File: src/rtl/serial_subtractor.sv
// Bit-serial subtractor: one full-subtractor cell plus a borrow flop, LSB first, one bit per clock.
// Optional saturation when the macro SERIAL_SUB_SAT_EN is defined (d forced to 0 on a final borrow).
module serial_subtractor #(
    parameter int WIDTH = 8
) (
    input  logic             clk,
    input  logic             rst_n,
    input  logic             start,
    input  logic [WIDTH-1:0] a,
    input  logic [WIDTH-1:0] b,
    output logic             busy,
    output logic             done,
    output logic [WIDTH-1:0] d,
    output logic             bo
);

    localparam int CW = $clog2(WIDTH + 1);

    // state | meaning
    // IDLE  | waiting for start, last result held on d/bo
    // RUN   | one operand bit pair consumed per clock
    // DONE  | d/bo final for this single cycle; start here chains the next op
    typedef enum logic [1:0] {
        IDLE = 2'd0,
        RUN  = 2'd1,
        DONE = 2'd2
    } state_t;

    state_t state, state_nxt;

    logic [WIDTH-1:0] sa, sb;
    logic             borrow;
    logic [CW-1:0]    cnt;
    logic             x, y, diff, bout, last;

    always_comb begin
        x    = sa[0];
        y    = sb[0];
        diff = x ^ y ^ borrow;
        bout = (~x & y) | (~(x ^ y) & borrow);
        last = (cnt == CW'(WIDTH - 1));
    end

    always_ff @(posedge clk or negedge rst_n) begin
        if (!rst_n) state <= IDLE;
        else        state <= state_nxt;
    end

    always_comb begin
        state_nxt = state;
        busy      = 1'b0;
        done      = 1'b0;
        case (state)
            IDLE: begin
                if (start) state_nxt = RUN;
            end
            RUN: begin
                busy = 1'b1;
                if (last) state_nxt = DONE;
            end
            DONE: begin
                done      = 1'b1;
                state_nxt = start ? RUN : IDLE;
            end
            default: state_nxt = IDLE;
        endcase
    end

    always_ff @(posedge clk or negedge rst_n) begin
        if (!rst_n) begin
            sa     <= '0;
            sb     <= '0;
            borrow <= 1'b0;
            cnt    <= '0;
            d      <= '0;
            bo     <= 1'b0;
        end else begin
            case (state)
                IDLE, DONE: begin
                    if (start) begin
                        sa     <= a;
                        sb     <= b;
                        borrow <= 1'b0;
                        cnt    <= '0;
                    end
                end
                RUN: begin
                    sa     <= sa >> 1;
                    sb     <= sb >> 1;
                    borrow <= bout;
                    // Counter stops at WIDTH on the last bit, which still fits in CW bits.
                    cnt    <= cnt + CW'(1);
                    d      <= {diff, d[WIDTH-1:1]};
                    if (last) begin
                        bo <= bout;
`ifdef SERIAL_SUB_SAT_EN
                        if (bout) d <= '0;
`endif
                    end
                end
                default: ;
            endcase
        end
    end

endmodule

File: config.mk
export PLATFORM = sky130hd
export DESIGN_NAME = serial_subtractor
export DESIGN_NICKNAME = d
export VERILOG_FILES = /design/src/rtl/serial_subtractor.sv
export SDC_FILE = /design/constraint.sdc
export NUM_CORES = 1
export LEC_CHECK = 0
export CAP_MARGIN = 20
export CORE_MARGIN = 2
export CORE_UTILIZATION = 53
export CTS_BUF_LIST = sky130_fd_sc_hd__clkbuf_16
export DETAILED_ROUTE_END_ITERATION = 10
export PLACE_DENSITY_LB_ADDON = 0.12
export SYNTH_ARGS = -nofsm -noshare
export SYNTH_HDL_FRONTEND = slang
export SYNTH_SLANG_ARGS = --single-unit
File: constraint.sdc
create_clock -name clk -period 3.6 [get_ports clk]
set_input_delay 0.72 -clock clk [delete_from_list [all_inputs] [get_ports clk]]
set_output_delay 0.72 -clock clk [all_outputs]
set_load 0.02 [all_outputs]
==> impl_metrics.ini <==
[sta]
hold_ws_ns = 0.475
drv_slew = 0
hold_violations = 0
max_freq_mhz = 377
tns_ns = 0
relSlewSlack_pct = 63.2
setup_viol = 0
rsz0062_at_grt = no
fin_skew_ns = 0.00641
fin_crit_sh_pct = 73.7
worst_pin_slew_ns = 0.551
period_needed_ns = 2.65

[placement]
place_congestion = 0.774
port_buffers = 29
dp_hpwl_mm = 1.77

[global_route]
grtUsageTotal_pct = 22.1
antenna_found_initial = 0
grt_overflow = 0
grt_pass1_vias = 971
grt_pass1_wl_mm = 4.52
grt_max_degree = 33

[detailed_routing]
drc = 0
wl_per_cell_um = 14.0
route.vias.total = 1044
drt_wl_total_mm = 2.72
dr.pass1.iters = 4
postRouteAntennaNets = 0
drt_iter0_drc = 23
via_per_inst = 5.35

[layout]
num-fill-cells = 200
nNetsFinal = 185
syn2layout_area_growth_pct = 30.9
seqCellArea_um2 = 801
drive_gt1_share_pct = 7.88
n_antenna_cell = 0
multiInputGateArea_um2 = 505

[synth]
yosysSeqAreaShare_pct = 57.8
netlist_top_cells_count = nand2_1 (40), dfrtp_1 (32), a22oi_1 (13), nand3_1 (13)
synth_area_um2 = 1390
synth_top_area_share_pct = 57.8
ys_seq_elements = 32
syn_avg_cell_area_um2 = 10.3
synthesis.nets = 155
synth-main-ff-cell = dfrtp_1
ys_types = 24
yosysMostFrequentCell = nand2_1
synth_edf_count = 0
yosys-top-cells-area = dfrtp_1 (58%), nand2_1 (11%), a22oi_1 (7.0%)
netlist_instances = 134
yosysTopAreaCell = dfrtp_1
async_reset_ff_share_pct = 100
yosys_warnings = 0

[clock_network]
cts_buffer_depth = 2
clk_pin_slew_ns = 0.05
cts.sinks = 32
clkLatencyLatePin_ns = 0.28
post_cts_resized = 0
cts_made_buffers = 5
post_cts_buffers = 0
root_buffer = clkbuf_16
htree_levels = 2
cts_tree = yes
holdBufCountCts = 0

[worst_setup_path]
cp_max_fo = 30
cp.arrival_ns = 1.93
start_kind = flip-flop
worstPathRequired_ns = 2.88
endpoint_kind = primary output
worstSetupPathType = flip-flop to primary output

[run_status]
status = completed

[hold_path]
hold_path_class = flip-flop to flip-flop

[die]
start_util_pct = 55.9
die_h_um = 55.1
rows = 18
io_pins = 30
die_area_um2 = 3040
core_um2 = 2480
die_x_um = 55.1

[power_and_ir_drop]
ir_drop_mv = 0.764
power.density_nw_per_um2 = 923
power.leakage_uw = 0.000867

[job]
max-cap-violations = 0
==> power by group <==
group | switching, uW | total [uW] | internal, uW
logic | 372 | 656 | 285
registers | 100 | 622 | 521
clock network | 145 | 396 | 250
total | 618 | 1670 | 1060
==> final timing paths <==
path                       startpoint  endpoint  slack (ns)  depth (start not counted)
setup reg to reg             state[1]     sb[0]        2.13                          5
min in group asynchronous       rst_n      d[5]        0.84                          2
max in group asynchronous       rst_n     sb[4]        2.47                          2
hold / removal                   d[0]      d[0]        0.47                          2
hold reg to reg                  d[0]      d[0]        0.47                          2
setup / recovery             state[1]      busy        0.95                          4
==> metrics by stage <==
step	total power [uW]	setup slack, ns	std cells	instance area, um2	utilization, %
after floorplan	1090	1.96	134	1390	-
after global routing	1800	0.848	195	1810	73.2
after global placement	1250	1.25	187	1670	67.6
after detailed placement	1290	1.22	187	1670	67.6
final	1670	0.946	195	1810	73.2
after CTS	1690	0.929	195	1810	73.2
==> critical path, stage by stage (launching register included) <==
cell,delay (ns)
dfrtp_1,0.36
nand2b_1,0.14
buf_4,0.22
inv_4,0.27
clkdlybuf4s50_1,0.66
==> layout by cell type, fill, tap and decap left out, drive strengths merged <==
master / count
o2bb2ai: 1
nand3: 13
fa: 1
xnor2: 1
a22o: 4
clkdlybuf4s50: 29
nor2: 2
o21ai: 1
nand2: 40
buf: 3
inv: 4
mux2i: 3
clkbuf: 5
nand4: 1
dfrtp: 32
clkinv: 3
nor2b: 3
a22oi: 13
nand2b: 2
a221o: 1
nor3: 2
ha: 1
==> logic make-up after synthesis <==
kind of cell | after synthesis | share of synthesized area (%)
buf+inv | 13 | 5.69
mux | 3 | 2.17
xor+xnor | 1 | 0.632
flops | 32 | 57.8
simple gates | 63 | 20.1
compound gates | 20 | 11.3
fa+ha+maj | 2 | 2.35
==> sequential cells by signal (all words and copies together) (netlist names) <==
register and count:
bo 1, borrow 1, cnt 4, d 8, sa 8, sb 8, state 2
==> routing by layer <==
layer	track usage (%)	up-vias	part of all wire, %
met2	35.1	23	49
met1	27.9	504	46
met4	7.32	0	1.1
li1	-	512	-
met3	8.06	5	4.6
met5	0	-	0
==> area by class of cell <==
class	instances	share of cell area (%)
sequential	32	44.2
inverter	4	0.966
tap	30	2.07
clock inverter	3	0.759
clock buffer	5	6.90
timing repair buffer	32	17.3
multi-input combinational	89	27.9
No activity file was read; power rests on OpenSTA's default activity.
